--- src/rtl/pipe_stage_elastic.sv ---
// pipe_stage_elastic: elastic valid/ready pipeline register with stall, flush and bubble ctrl kill
// Ports: clk, rst (sync, active-high), flush_i, valid_in/ready_in/ctrl_in/data_in (upstream),
//        valid_out/ready_out/ctrl_out/data_out (downstream).
// Define PIPE_SKID_EN to add a skid entry that registers ready_in and keeps full throughput.
module pipe_stage_elastic #(
  parameter int CTRL_W = 8,
  parameter int DATA_W = 133
) (
  input  logic              clk,
  input  logic              rst,
  input  logic              flush_i,
  input  logic              valid_in,
  output logic              ready_in,
  input  logic [CTRL_W-1:0] ctrl_in,
  input  logic [DATA_W-1:0] data_in,
  output logic              valid_out,
  input  logic              ready_out,
  output logic [CTRL_W-1:0] ctrl_out,
  output logic [DATA_W-1:0] data_out
);
  logic              m_v_q, m_v_d;
  logic [CTRL_W-1:0] m_ctrl_q, m_ctrl_d;
  logic [DATA_W-1:0] m_data_q, m_data_d;
  logic              s_v, acc, adv, ld_m;
  logic [CTRL_W-1:0] s_ctrl;
  logic [DATA_W-1:0] s_data;
  assign acc  = valid_in & ready_in & !flush_i;
  assign adv  = !m_v_q | ready_out;
  assign ld_m = !flush_i & adv;
`ifdef PIPE_SKID_EN
  logic              s_v_q, s_v_d;
  logic [CTRL_W-1:0] s_ctrl_q, s_ctrl_d;
  logic [DATA_W-1:0] s_data_q, s_data_d;
  assign s_v      = s_v_q;
  assign s_ctrl   = s_ctrl_q;
  assign s_data   = s_data_q;
  assign ready_in = !s_v_q;
  // S only fills while M is held; when M advances it drains S first
  always_comb begin
    s_v_d    = flush_i ? 1'b0 : adv ? 1'b0 : (s_v_q | acc);
    s_ctrl_d = flush_i ? '0 : (!adv & acc) ? ctrl_in : s_ctrl_q;
    s_data_d = (!flush_i & !adv & acc) ? data_in : s_data_q;
  end
  always_ff @(posedge clk) begin
    if (rst) begin
      s_v_q    <= 1'b0;
      s_ctrl_q <= '0;
      s_data_q <= '0;
    end else begin
      s_v_q    <= s_v_d;
      s_ctrl_q <= s_ctrl_d;
      s_data_q <= s_data_d;
    end
  end
`else
  assign s_v      = 1'b0;
  assign s_ctrl   = '0;
  assign s_data   = '0;
  assign ready_in = adv;
`endif
  always_comb begin
    m_v_d    = flush_i ? 1'b0 : adv ? (s_v | acc) : m_v_q;
    m_ctrl_d = flush_i ? '0 : adv ? (s_v ? s_ctrl : acc ? ctrl_in : '0) : m_ctrl_q;
    m_data_d = !ld_m ? m_data_q : s_v ? s_data : acc ? data_in : m_data_q;
  end
  always_ff @(posedge clk) begin
    if (rst) begin
      m_v_q    <= 1'b0;
      m_ctrl_q <= '0;
      m_data_q <= '0;
    end else begin
      m_v_q    <= m_v_d;
      m_ctrl_q <= m_ctrl_d;
      m_data_q <= m_data_d;
    end
  end
  assign valid_out = m_v_q;
  assign ctrl_out  = m_v_q ? m_ctrl_q : '0;
  assign data_out  = m_data_q;
endmodule

--- config.mk ---
export PLATFORM = sky130hd
export DESIGN_NAME = pipe_stage_elastic
export DESIGN_NICKNAME = d
export VERILOG_FILES = /design/src/rtl/pipe_stage_elastic.sv
export SDC_FILE = /design/constraint.sdc
export NUM_CORES = 1
export LEC_CHECK = 0
export CORE_MARGIN = 2
export CORE_UTILIZATION = 45
export CTS_CLUSTER_SIZE = 20
export DETAILED_ROUTE_END_ITERATION = 8
export PLACE_DENSITY = 0.86
export SYNTH_ARGS = -nofsm -noshare
export SYNTH_HDL_FRONTEND = slang
export SYNTH_SLANG_ARGS = --single-unit
--- constraint.sdc ---
create_clock -name clk -period 2.56 [get_ports clk]
set_input_delay 0.64 -clock clk [delete_from_list [all_inputs] [get_ports clk]]
set_output_delay 0.64 -clock clk [all_outputs]
set_load 0.02 [all_outputs]
==> flow_metrics.tcl <==
set metrics [dict create \
    outcome "completed" \
    rr_startpoint "valid_out" \
    drt_iter0_drc 194 \
    cpPeakStageDelay_ns 0.60 \
    cp-end-kind "output port" \
    cts.sinks 142 \
    grt.overflow.total 0 \
    synthTopCellsByArea "dfxtp_1 (45%), nand2b_1 (27%), mux2i_1 (21%), clkbuf_1 (1.7%), buf_6 (1.6%)" \
    ys_ff_latch 142 \
    maxSlewViolCount 0 \
    maxCapViolations 0 \
    wl_met2_um 8541 \
    die_area_sq_mm 0.01488 \
    synth_nets 755 \
    finClkSkew_ns 0.004743 \
    grt_pass1_wl_um 25190 \
    fin_total_pwr_uw 6016 \
    hold_violations 0 \
    drt_first_pass_iters 4 \
    rows 43 \
    final_cell_mix "clkdlybuf4s50_1 (286), nand2b_1 (266), dfxtp_1 (142)" \
    wl_met1_um 6331 \
    drive_gt1_frac 0.05673 \
    ir_drop_v 0.0003654 \
    worst-path-stages 2 \
    critPathLaunchType "register" \
    dr_wl_met3_um 1399 \
    core_sq_mm 0.01372 \
    crit_family "buffers and inverters" \
    cp.arrival_ns 1.68 \
    io_buffers 288 \
    htreeDepth 4 \
    crit_end "ctrl_out[2]" \
    cts_tree "built" \
    cpMaxStageDelayCell "clkdlybuf4s50_1" \
    r2r_cells 6 \
    grt_max_degree 95 \
    hp-class "register to register" \
    r2r_slack_ns 0.85 \
    antenna_cells 0 \
    ant_nets 0 \
    final_nets 1032 \
    crit_type "register to output port" \
    clk_path_buf_depth 2 \
    synth_top_area_cell "dfxtp_1" \
    synth_cells 609 \
    synth_top_cell_area_share 0.4538 \
    drc_errors 0 \
    layout_commonest_cell "clkdlybuf4s50_1" \
    ios 289 \
    critPathBufInv 1 \
    cts-root-buf "clkbuf_16" \
    num-fill-cells 1011 \
    area_growth_pct 59.38 \
    power_leakage_uw 0.003715 \
    via_per_inst 4.683 \
    worst_slew_pin_slew_ns 0.5234 \
    grt_use_total 0.2169 \
    grt_pass1_vias 5157 \
    reg2reg_to "data_out[51]" \
    critPathMaxFanout 10 \
    timing.fmax_ghz 0.4303 \
    dp_hpwl_um 12100 \
    worstPathRequired_ns 1.92 \
    fin_crit_sh 0.9078 \
    gp_congestion 0.8040 \
    clk_latency_ns 0.41 \
    numCtsBuffers 17 \
    syn_avg_cell_area_sq_um 10.29 \
    cp_cell_sequence "and2_1, clkdlybuf4s50_1" \
    postCtsSetupRepairBufs 0 \
    crit_start "valid_out" \
    start_util 0.4566 \
    fin_ws_ns 0.2360 \
    place_ws_ns -0.02281 \
    final-setup-viol-count 0 \
    fp.dieW_um 122.0 \
    slew_headroom 0.6492 \
    rsz0062_at_grt "no" \
    grt_antenna_before_repair 0 \
    yosysUniqueCellTypes 15 \
    netlist_area_sq_mm 0.006265 \
    fin_crit_ns 2.324 \
    yosysWarnings 0 \
    clk_pin_slew_worst_paths_ns 0.06 \
    die_h_um 122.0 \
    yosysSeqAreaShare 0.4538 \
    wire_per_inst_um 15.41 \
    vias 5053 \
    wl_um 16620 \
    p_per_area_mw_per_mm2 602.6 \
    highest_layer "met4" \
]
## cells by family (layout without fill, tap and decap cells)
family                 after synthesis  count (layout)  synth area share
muxes                              133             133            0.2125
and+or+nand+nor                    280             280            0.2826
buffers and inverters               46             336           0.03994
DFF                                142             142            0.4538
AOI/OAI and AO/OA                    8               8           0.01118
## registers in the layout (all words and copies together) (netlist names)
| signal | flops |
|---|---|
| data_out | 133 |
| valid_out | 1 |
| m_ctrl_q | 8 |
## metrics by stage
stage	hold slack [ns]	setup TNS (ns)	utilization	area (sq um)	instances
floorplan	0.4406	0	-	6265	609
global placement	0.4576	-0.01960	0.6810	9343	1047
detailed placement	0.4592	-0.02281	0.6810	9343	1047
CTS	0.4762	0	0.7278	9985	1079
global route	0.4916	0	0.7278	9985	1079
finish	0.4712	0	0.7278	9985	1079
## per-layer routing
metal / up-vias / track usage
li1: 2518 / -
met1: 2330 / 0.2270
met3: 25 / 0.07959
met5: - / 0
met4: 0 / 0.08764
met2: 180 / 0.3918
## repair_timing
action | 4_1_cts | 5_1_grt
setup endpoints to repair | 1 | 0
hold buffers | 0 | 0
hold endpoints to repair | 0 | 0
gates resized for setup | 1 | 0
## worst min-delay path by stage
| stage | cells past startpoint | from | slack [ns] | to |
|---|---|---|---|---|
| 3_5_place_dp | 1 | m_ctrl_q[0] | 0.46 | m_ctrl_q[0] |
| 2_1_floorplan | 1 | m_ctrl_q[7] | 0.44 | m_ctrl_q[7] |
| 6_report | 2 | data_out[66] | 0.47 | data_out[66] |
| 3_3_place_gp | 2 | data_out[7] | 0.46 | data_out[7] |
| 4_1_cts | 2 | data_out[66] | 0.48 | data_out[66] |
| 5_1_grt | 2 | data_out[100] | 0.49 | data_out[100] |
## tightest hold or removal path: cells and delay by family (launching register included)
family	cells	cell delay [ns]
flops	1	0.31
mux	1	0.06
simple gates	1	0.06
## where the power goes
part           internal, uW  switching [uW]  total (uW)
Clock                  1730             918        2650
Combinational           575             406         981
Sequential             2320            62.1        2390
Total                  4630            1390        6020
## synthesized netlist by cell type
cell type and n:
nand2b_1 266, dfxtp_1 142, mux2i_1 133, clkbuf_1 28, buf_6 9, a22o_1 8
and2_1 8, buf_2 8, and2b_4 1, inv_1 1, nor2_1 1, nor3_1 1
nor3_2 1, nor3b_2 1, nor4b_2 1
## area by class of cell
| cell class | count | area (sq um) | area share |
|---|---|---|---|
| clock buffers | 22 | 484.2 | 0.04850 |
| clock inverters | 10 | 158.9 | 0.01591 |
| inverters | 1 | 3.754 | 0.0003759 |
| multi-input cells | 421 | 3178 | 0.3183 |
| flip-flops and latches | 142 | 2843 | 0.2847 |
| well taps | 180 | 225.2 | 0.02256 |
| repair buffers | 303 | 3092 | 0.3096 |
Power figures use the tool's default switching activity.
